===== src/rtl/mul_pkg.sv =====
// Shared types and defaults for the shift-add multiplier core.
package mul_pkg;

    // Controller state: waiting for an operand pair, or iterating over multiplier bits.
    typedef enum logic {
        IDLE = 1'b0,
        RUN  = 1'b1
    } state_e;

    // Operand width used when the instantiating level does not override N.
    localparam int MUL_N_DEFAULT = 4;

endpackage : mul_pkg


===== src/rtl/mul_core.sv =====
// Sequential unsigned N x N shift-add multiplier, one multiplier bit per clock,
// with a start/busy/done handshake and a 2N-bit registered product.
// Optional build macro: MUL_EARLY_EXIT_EN -- finish as soon as the remaining
// shifted multiplier is zero instead of always iterating N times.
module mul_core
    import mul_pkg::*;
#(
    parameter int N = MUL_N_DEFAULT
) (
    input  logic           clk,
    input  logic           rst_n,
    input  logic           start,
    input  logic [N-1:0]   a,
    input  logic [N-1:0]   b,
    output logic           busy,
    output logic           done,
    output logic [2*N-1:0] y
);

    localparam int CW = $clog2(N + 1);

    state_e           state_q,  state_d;
    logic [2*N-1:0]   mcand_q,  mcand_d;
    logic [N-1:0]     mplier_q, mplier_d;
    logic [2*N-1:0]   acc_q,    acc_d;
    logic [CW-1:0]    cnt_q,    cnt_d;
    logic [2*N-1:0]   y_q,      y_d;
    logic             done_q,   done_d;

    logic [2*N-1:0]   acc_sum;
    logic             last_iter;

    // Partial-product add for the current multiplier LSB and the end-of-run test.
    always_comb begin
        acc_sum   = acc_q + (mplier_q[0] ? mcand_q : '0);
`ifdef MUL_EARLY_EXIT_EN
        // After this edge's shift the multiplier is mplier_q >> 1; stop when nothing is left.
        last_iter = (cnt_q == CW'(1)) || (mplier_q[N-1:1] == '0);
`else
        last_iter = (cnt_q == CW'(1));
`endif
    end

    // Next-state and datapath update: accept in IDLE, one shift-add step per edge in RUN.
    always_comb begin
        state_d  = state_q;
        mcand_d  = mcand_q;
        mplier_d = mplier_q;
        acc_d    = acc_q;
        cnt_d    = cnt_q;
        y_d      = y_q;
        done_d   = 1'b0;
        unique case (state_q)
            IDLE: begin
                if (start) begin
                    mcand_d  = {{N{1'b0}}, a};
                    mplier_d = b;
                    acc_d    = '0;
                    cnt_d    = CW'(N);
                    state_d  = RUN;
                end
            end
            RUN: begin
                acc_d    = acc_sum;
                mcand_d  = mcand_q << 1;
                mplier_d = mplier_q >> 1;
                cnt_d    = cnt_q - CW'(1);
                if (last_iter) begin
                    y_d     = acc_sum;
                    done_d  = 1'b1;
                    state_d = IDLE;
                end
            end
            default: state_d = IDLE;
        endcase
    end

    // State and datapath registers; reset clears everything, aborting any run in flight.
    always_ff @(posedge clk or negedge rst_n) begin
        if (!rst_n) begin
            state_q  <= IDLE;
            mcand_q  <= '0;
            mplier_q <= '0;
            acc_q    <= '0;
            cnt_q    <= '0;
            y_q      <= '0;
            done_q   <= 1'b0;
        end else begin
            state_q  <= state_d;
            mcand_q  <= mcand_d;
            mplier_q <= mplier_d;
            acc_q    <= acc_d;
            cnt_q    <= cnt_d;
            y_q      <= y_d;
            done_q   <= done_d;
        end
    end

    assign busy = (state_q == RUN);
    assign done = done_q;
    assign y    = y_q;

endmodule : mul_core


===== config.mk =====
export PLATFORM = sky130hd
export DESIGN_NAME = mul_core
export DESIGN_NICKNAME = d
export VERILOG_FILES = /design/src/rtl/mul_pkg.sv /design/src/rtl/mul_core.sv
export SDC_FILE = /design/constraint.sdc
export NUM_CORES = 1
export LEC_CHECK = 0
export ABC_AREA = 1
export CAP_MARGIN = 20
export CORE_AREA = 2 2 79 81
export CTS_CLUSTER_DIAMETER = 40
export CTS_CLUSTER_SIZE = 12
export DETAILED_ROUTE_END_ITERATION = 16
export DIE_AREA = 0 0 81 83
export PLACE_DENSITY = 0.46
export SETUP_SLACK_MARGIN = 0.2
export SLEW_MARGIN = 20
export SYNTH_ARGS = -nofsm -noshare
export SYNTH_HDL_FRONTEND = slang
export SYNTH_SLANG_ARGS = --single-unit

===== constraint.sdc =====
create_clock -name clk -period 5.3 [get_ports clk]
set_clock_uncertainty 0.1 [all_clocks]
set_input_delay 1.06 -clock clk [delete_from_list [all_inputs] [get_ports clk]]
set_output_delay 1.06 -clock clk [all_outputs]
set_load 0.005 [all_outputs]

==> results.md, run 1 <==
* Status: complete, no violations
* Die Y at 83 microns
* Met3 routed WL at 134 microns
* Antenna violations before repair at 0
* Clock root buffer: clkbuf_8
* Row count at 28
* RSZ-0062 raised after global routing: false
* Met2 Wirelength at 1610 microns
* DR iter-0 viols at 42
* Highest-delay cell along the critical path: dfrtp_1
* Relative slew slack at 47.5%
* TNS Setup at 0 ps
* Synth warnings at 0
* Crit path launch type: flop
* Endpoints failing hold at 0
* Register area share after synthesis at 48.6%
* CTS sink cnt at 33
* Post-synth net total at 225
* Crit path buf inv count at 1
* Cell Chain, Critical Path: clkdlybuf4s50_1
* Top Layer Used: met4
* Syn-to-layout area delta at 22.0%
* Vias per inst at 4.35
* Area of the die at 6720 sq um
* CP Class: flop to primary output
* CTS Buf Count at 5
* Post-synth cell types at 26
* M1 WL at 1700 microns
* Hold Buf Count CTS at 0
* Final core occ at 35.6%
* Vias in the first global route at 1331
* Antenna Nets Post-Route at 0
* Cell taking the most area after synthesis: dfrtp_1
* CP endpoint kind: primary output
* Worst vdd ir at 0.194 mV
* Remaining DRCs at 0
* PwrDens at 487 nW/um^2
* Flops & latches, synth at 33
* Total GRT Usage at 11.5%
* Mean Syn Cell Area at 8.32 sq um
* Max clock buf depth at 2
* DR WL/cell at 11.5 microns
* Pins over their slew limit at 0
* First-pass GRT wire length at 6000 microns
* Final hold slack at 378 ps
* Core area at 5820 sq um
* Delay-heaviest family, CP: flip-flops
* Commonest non-fill, non-tap cell in the layout: nand2_1
* Max Cap Viol at 0
* Post-Route WL at 3500 microns
* Max Freq at 360 MHz
* Fraction of layout cells with a size suffix above 1 at 6.58%
* Crit path DAT at 1620 ps
* Grt total ovfl at 0
* Synth Cell Area at 1700 sq um
* Lkg Pwr at 1.12 nW
* Setup Buffers After CTS at 0
* Pwr Total at 0.00101 W
* I/O pins at 21
* Minimum clock period at 2780 ps
* Die X at 81 microns
* Initial DRT Pass Iterations at 4
* Buffers on Ports at 20
* Initial core utilization at 29.2%
* Final HPWL DP at 2500 microns
* Vias at 1318
* Largest net degree at the start of global routing at 34
* Final period utilization at 52.4%
* # setup viols final at 0
* Worst slew pin tran at 787 ps
* Type of the most critical hold path: flop to flop
* Ant. Diodes at 0
* Clock transition at path regs at 70 ps
* Critical Path Max Stage Delay at 720 ps
* Most frequent cells in the layout: nand2_1, dfrtp_1, inv_1
* Pre-CTS WS at 2610 ps
* Nets at 249
* Worst Path Required at 4140 ps
* Synth top area share at 48.6%
* CTS resizes at 0
* RePlAce Congestion at 0.732
* Crit-path max FO at 15
* CTS H-tree depth at 2
* Cells after Synth at 204
* Final setup margin at 2520 ps
* CTS tree: yes
* Clk_lat worst skew at 280 ps
* Synth area leaders: dfrtp_1, nand2_1, ha_1
cell usage after synthesis:
cell / n
nand3_1: 18
fa_1: 1
o211ai_2: 1
o21ai_1: 3
buf_2: 2
nand2_1: 76
xor2_1: 2
o22ai_1: 4
dfrtp_1: 33
a21oi_1: 2
inv_1: 27
a21o_1: 1
o21ai_0: 6
a22o_1: 1
nand2_2: 1
o221ai_1: 1
nor2_1: 4
buf_6: 2
ha_1: 9
nor2_8: 1
nor2_2: 1
inv_2: 3
or2_1: 1
a22oi_1: 1
nand3b_1: 2
o211ai_1: 1
sequential cells by signal (all words and copies together), names as in the netlist:
register  count
acc_q         8
mcand_q       8
y             8
mplier_q      4
cnt_q         3
busy          1
done          1
cell families after synthesis:
kind of cell	count (synthesis)	share of synthesized area [%]
xor gates and xnor gates	2	1.03
adders and majority gates	10	7.81
DFF	33	48.6
and+or+nand+nor	104	26.2
AOI/OAI and AO/OA	21	7.81
buffers and inverters	34	8.55
path summary, 6_finish.rpt:
check | depth (start not counted) | slack (ps) | end | startpoint
setup reg to reg | 10 | 3340 | acc_q[6] | mplier_q[0]
hold reg to reg | 2 | 380 | y[3] | y[3]
hold / removal | 2 | 380 | y[3] | y[3]
max in group asynchronous | 2 | 3690 | acc_q[2] | rst_n
setup / recovery | 1 | 2520 | busy | busy
min in group asynchronous | 2 | 1090 | y[4] | rst_n
power breakdown:
part           internal [W]  switching, W  total (W)
logic              0.000158      0.000202   0.000359
clock network      0.000137     0.0000906   0.000227
registers          0.000345     0.0000771   0.000422
metal layers:
metal	up-vias	GRT usage, %
met3	7	2.93
met4	0	4.62
met5	-	0
li1	689	-
met2	30	18.3
met1	592	14.6
metrics by stage:
stage	area [sq um]	cells
after floorplan	1700	204
after global placement	1970	296
after detailed placement	1970	296
after CTS	2070	303
after global routing	2070	303
final	2070	303
area by class of cell:
class / count / area, sq um
clock inverter: 2 / 35.0
sequential: 33 / 826
clock buffer: 5 / 68.8
fill: 632 / 3740
tap: 75 / 93.8
inverter: 30 / 113
timing repair buffer: 21 / 208
multi-input combinational: 137 / 727
Note: power is estimated with default switching activity, not from simulation.
==> run 2: changes to the inputs <==
Clock period 5.3 ns to 2.69 ns, I/O delays scaled along.
==> results.md, run 2 (synthesis results as in run 1) <==
* Pins over their slew limit at 0 (unchanged)
* Fill cell count at 646 (+2.2%)
* Clk_lat worst skew at 280 ps (about the same)
* Worst vdd ir at 0.353 mV (+81%)
* Max clock buf depth at 2 (unchanged)
* Global routing usage on met2 at 18.0% (-0.38 points)
* First-pass GRT wire length at 6240 microns (+3.9%)
* CTS resizes at 0 (unchanged)
* Nets at 251 (+0.80%)
* Type of the most critical hold path: flop to flop
* Initial core utilization at 29.2% (unchanged)
* Remaining DRCs at 0 (unchanged)
* Crit-path max FO at 8 (-7)
* Clock transition at path regs at 70 ps (about the same)
* Largest net degree at the start of global routing at 34 (unchanged)
* Post-Route WL at 3530 microns (+0.86%)
* Die Y at 83 microns (unchanged)
* Vias in the first global route at 1344 (+0.98%)
* Worst Path Required at 2050 ps (-2090 ps)
* Fraction of layout cells with a size suffix above 1 at 7.79% (+1.2 points)
* Final period utilization at 75.4%
* Status: complete, no violations
* RSZ-0062 raised after global routing: false
* Critical Path Max Stage Delay at 570 ps (-150 ps)
* Highest-delay cell along the critical path: clkdlybuf4s50_1
* Antenna Nets Post-Route at 0 (unchanged)
* Setup Buffers After CTS at 0 (unchanged)
* Area of the die at 6720 sq um (unchanged)
* FF-to-FF path depth at 10 (unchanged)
* Worst slew pin tran at 516 ps (-271 ps)
* I/O pins at 21 (unchanged)
* Relative slew slack at 65.6% (+18 points)
* Most frequent cells in the layout: nand2_1, dfrtp_1, inv_1
* Total GRT Usage at 11.9% (+0.46 points)
* TNS Setup at 0 ps (unchanged)
* Max Freq at 493 MHz
* DR WL/cell at 11.5 microns (-0.13%)
* Hold depth at 2 (unchanged)
* Max Cap Viol at 0 (unchanged)
* Delay-heaviest family, CP: buffers and inverters
* CTS sink cnt at 33 (unchanged)
* Hold Buf Count CTS at 0 (unchanged)
* Vias per inst at 4.20 (-3.5%)
* Minimum clock period at 2030 ps
* Worst path depth at 1 (unchanged)
* DR iter-0 viols at 46 (+9.5%)
* CTS Buf Count at 5 (unchanged)
* Crit path launch type: flop
* Endpoints failing hold at 0 (unchanged)
* Cell Chain, Critical Path: clkdlybuf4s50_1
* CTS tree: yes
* Antenna violations before repair at 0 (unchanged)
* Buffers on Ports at 20 (unchanged)
* Commonest non-fill, non-tap cell in the layout: nand2_1
* Final HPWL DP at 2580 microns (+3.1%)
* Fin area at 2070 sq um (-0.12%)
* CP endpoint kind: primary output
* Die X at 81 microns (unchanged)
* Syn-to-layout area delta at 21.8%
* Initial DRT Pass Iterations at 4 (unchanged)
* Lkg Pwr at 1.12 nW (about the same)
* Core area at 5820 sq um (unchanged)
* Vias at 1284 (-2.6%)
* RePlAce Congestion at 0.714 (-2.5%)
* Final hold slack at 378 ps (-0.0380 ps)
* # setup viols final at 0 (unchanged)
* Met3 usage at 3.04% (+0.11 points)
* GRT busiest layer: met2
* GR Util met1 at 16.7% (+2.1 points)
* Row count at 28 (unchanged)
* CTS H-tree depth at 2 (unchanged)
* Dpl cell area at 1980 sq um (+0.76%)
* PwrDens at 933 nW/um^2 (+92%)
* Ant. Diodes at 0 (unchanged)
* Crit path DAT at 1390 ps (-230 ps)
* Clock root buffer: clkbuf_8
* Crit path buf inv count at 1 (unchanged)
* Grt total ovfl at 0 (unchanged)
* CP Class: flop to primary output
[run 2: cell type report]
class / count / area [sq um] / area share (%)
clock buffer: 5 / 68.8 / 3.33
multi-input combinational: 137 / 727 / 35.1
sequential: 33 / 826 / 39.9
timing repair buffer: 23 / 223 / 10.8
clock inverter: 3 / 17.5 / 0.847
tap: 75 / 93.8 / 4.54
inverter: 30 / 113 / 5.44
[run 2: metrics by stage]
stage                     util [%]  setup WS (ps)  cells  total power [W]
after global routing          35.6            567    306          0.00212
after floorplan                  -            901    204          0.00131
after CTS                     35.6            636    306          0.00196
final                         35.6            661    306          0.00193
after detailed placement      34.1            710    298          0.00158
after global placement        34.1            710    298          0.00158
[run 2: path summary, 6_finish.rpt]
path                              from    endpoint  slack (ps)
setup / recovery                  busy        busy         660
hold / removal                    y[4]        y[4]         380
setup reg to reg           mplier_q[0]    acc_q[6]         730
hold reg to reg                   y[4]        y[4]         380
max in group asynchronous        rst_n  mcand_q[4]        1630
min in group asynchronous        rst_n        done         560
[run 2: layer usage]
metal	up-vias	share of wire, %
li1	697	-
met1	561	52
met2	21	43
met3	5	3.8
met4	0	1.1
met5	-	0
[run 2: report_power, final]
part	internal [W]	switching, W
combinational	0.000325	0.000410
clock	0.000179	0.000199
sequential	0.000679	0.000139
total	0.00118	0.000748
==> run 3: changes to the inputs <==
Settings changed: PLACE_DENSITY 0.46 to 0.48.
Clock period 2.69 ns to 1.8 ns, I/O delays scaled along.
==> results.md, run 3 (synthesis results as in run 1) <==
* Fraction of layout cells with a size suffix above 1 at 26.0% (+18 points)
* Area of the die at 6720 sq um (unchanged)
* Row count at 28 (unchanged)
* Final HPWL DP at 2590 microns (+0.39%)
* Internal at 0.00199 W (+68%)
* Max Freq at 569 MHz
* Cell Chain, Critical Path: nand2_2 -> inv_2 -> ha_4 -> fa_2 -> nand2_2 -> nand2_2 -> nand3b_1 -> nand3_1 -> nand3_1 -> nand2_1
* RePlAce Congestion at 0.722 (+1.1%)
* Antenna Nets Post-Route at 0 (unchanged)
* Initial DRT Pass Iterations at 4 (unchanged)
* Clock power frac at 17.0% (-2.6 points)
* CTS sink cnt at 33 (unchanged)
* Most frequent cells in the layout: nand2_1, dfrtp_1, inv_1
* Grt total ovfl at 0 (unchanged)
* Vias at 1380 (+7.5%)
* Type of the most critical hold path: primary input to async pin
* Endpoints failing hold at 0 (unchanged)
* Remaining DRCs at 0 (unchanged)
* Commonest non-fill, non-tap cell in the layout: nand2_1
* Max Cap Viol at 0 (unchanged)
* Antenna violations before repair at 0 (unchanged)
* Crit path buf inv count at 1 (unchanged)
* CTS tree: yes
* Initial core utilization at 29.2% (unchanged)
* Delay-heaviest family, CP: simple AND/OR/NAND/NOR gates
* Status: complete, no violations
* Dpl cell area at 2050 sq um (+3.3%)
* Die Y at 83 microns (unchanged)
* Die X at 81 microns (unchanged)
* Worst slew pin tran at 205 ps (-312 ps)
* CP endpoint kind: flop
* TNS Setup at 0 ps (unchanged)
* Crit path launch type: flop
* Crit path DAT at 1850 ps (+460 ps)
* Sw Pwr at 0.00126 W (+68%)
* Vias in the first global route at 1433 (+6.6%)
* Total GRT Usage at 13.2% (+1.3 points)
* DR WL/cell at 12.3 microns (+6.6%)
* Clk_lat worst skew at 290 ps (about the same)
* Highest-delay cell along the critical path: dfrtp_2
* Fill cell count at 616 (-4.6%)
* Pins over their slew limit at 0 (unchanged)
* # setup viols final at 0 (unchanged)
* Pwr Total at 0.00325 W (+68%)
* Vias per inst at 4.30 (+2.5%)
* Clock transition at path regs at 70 ps (about the same)
* Largest net degree at the start of global routing at 34 (unchanged)
* CTS Buf Count at 5 (unchanged)
* Ant. Diodes at 0 (unchanged)
* Max clock buf depth at 2 (unchanged)
* Worst Path Required at 1890 ps (-160 ps)
* CTS H-tree depth at 2 (unchanged)
* Cell mode on critical path: nand2_2
* Clock root buffer: clkbuf_8
* Worst vdd ir at 0.538 mV (+53%)
* Fin area at 2360 sq um (+14%)
* Final hold slack at 340 ps (-38.7 ps)
* Switching share of total power at 38.7% (-0.060 points)
* Syn-to-layout area delta at 39.2%
* Combinational power share at 45.6% (+7.5 points)
* Crit-path max FO at 5 (-3)
* Part of the power in registers at 37.4% (-5.0 points)
* Post-Route WL at 3950 microns (+12%)
* DR iter-0 viols at 65 (+41%)
* Relative slew slack at 86.4% (+21 points)
* PwrDens at 1370 nW/um^2 (+47%)
* RSZ-0062 raised after global routing: true
* Core area at 5820 sq um (unchanged)
* Nets at 266 (+6.0%)
* Buffers on Ports at 20 (unchanged)
* Minimum clock period at 1760 ps
* I/O pins at 21 (unchanged)
* Lkg Pwr at 1.29 nW (+16%)
* CP Class: flop to flop
* Final period utilization at 97.6%
* First-pass GRT wire length at 6730 microns (+8.0%)
* Critical Path Max Stage Delay at 430 ps (-140 ps)
run 3: cell count changes in the layout (fill, tap and decap cells not counted), sizes merged:
cell	change
clkinvlp	-1
clkdlybuf4s50	-10
clkbuf	+1
dlygate4sd2	+5
dlymetal6s2s	+5
buf	+15
run 3: worst paths after layout:
| check | start | endpoint | slack (ps) | depth (start not counted) |
|---|---|---|---|---|
| min in group clk | y[2] | y[2] | 370 | 2 |
| max in group asynchronous | rst_n | mplier_q[0] | 1060 | 2 |
| hold reg to reg | y[2] | y[2] | 370 | 2 |
| setup reg to reg | mplier_q[0] | acc_q[6] | 40 | 10 |
| hold / removal | rst_n | y[6] | 340 | 2 |
| setup / recovery | mplier_q[0] | acc_q[6] | 40 | 10 |
run 3: power groups by stage:
stage	combinational (W)	clock (W)	sequential, W
finish	0.00148	0.000552	0.00121
global route	0.00169	0.000607	0.00126
CTS	0.00138	0.000569	0.00121
detailed placement	0.00123	0	0.00123
global placement	0.00123	0	0.00122
floorplan	0.000778	0	0.00119
run 3: what timing repair did:
action | 4_1_cts | 5_1_grt
setup endpoints to repair | 19 | 19
endpoints found under the hold margin | 0 | 0
pin swaps | 14 | 15
hold buffers | 0 | 0
buffers inserted | 6 | 6
gates resized for setup | 22 | 21
run 3: layout make-up:
class,count,area (sq um),area share (%)
Clock buffer,6,72.6,3.07
Sequential cell,33,827,35.0
Timing Repair Buffer,38,370,15.7
Clock inverter,2,10.0,0.424
Inverter,30,113,4.76
Multi-Input combinational cell,137,877,37.1
Tap cell,75,93.8,3.97
run 3: stage by stage:
step                      std cells  worst slack, ps  utilization, %
after floorplan                 204             70.6               -
final                           321             43.7            40.6
after detailed placement        301             6.30            35.2
after CTS                       315             65.9            38.5
after global routing            321            -87.4            40.6
after global placement          301             3.94            35.2
run 3: per-layer routing:
layer / vias up / routed length (microns) / GRT usage, %
met5: - / 0 / 0
met4: 0 / 73 / 6.01
met3: 9 / 132 / 3.59
met2: 20 / 1770 / 20.1
met1: 629 / 1970 / 17.3
li1: 722 / - / -
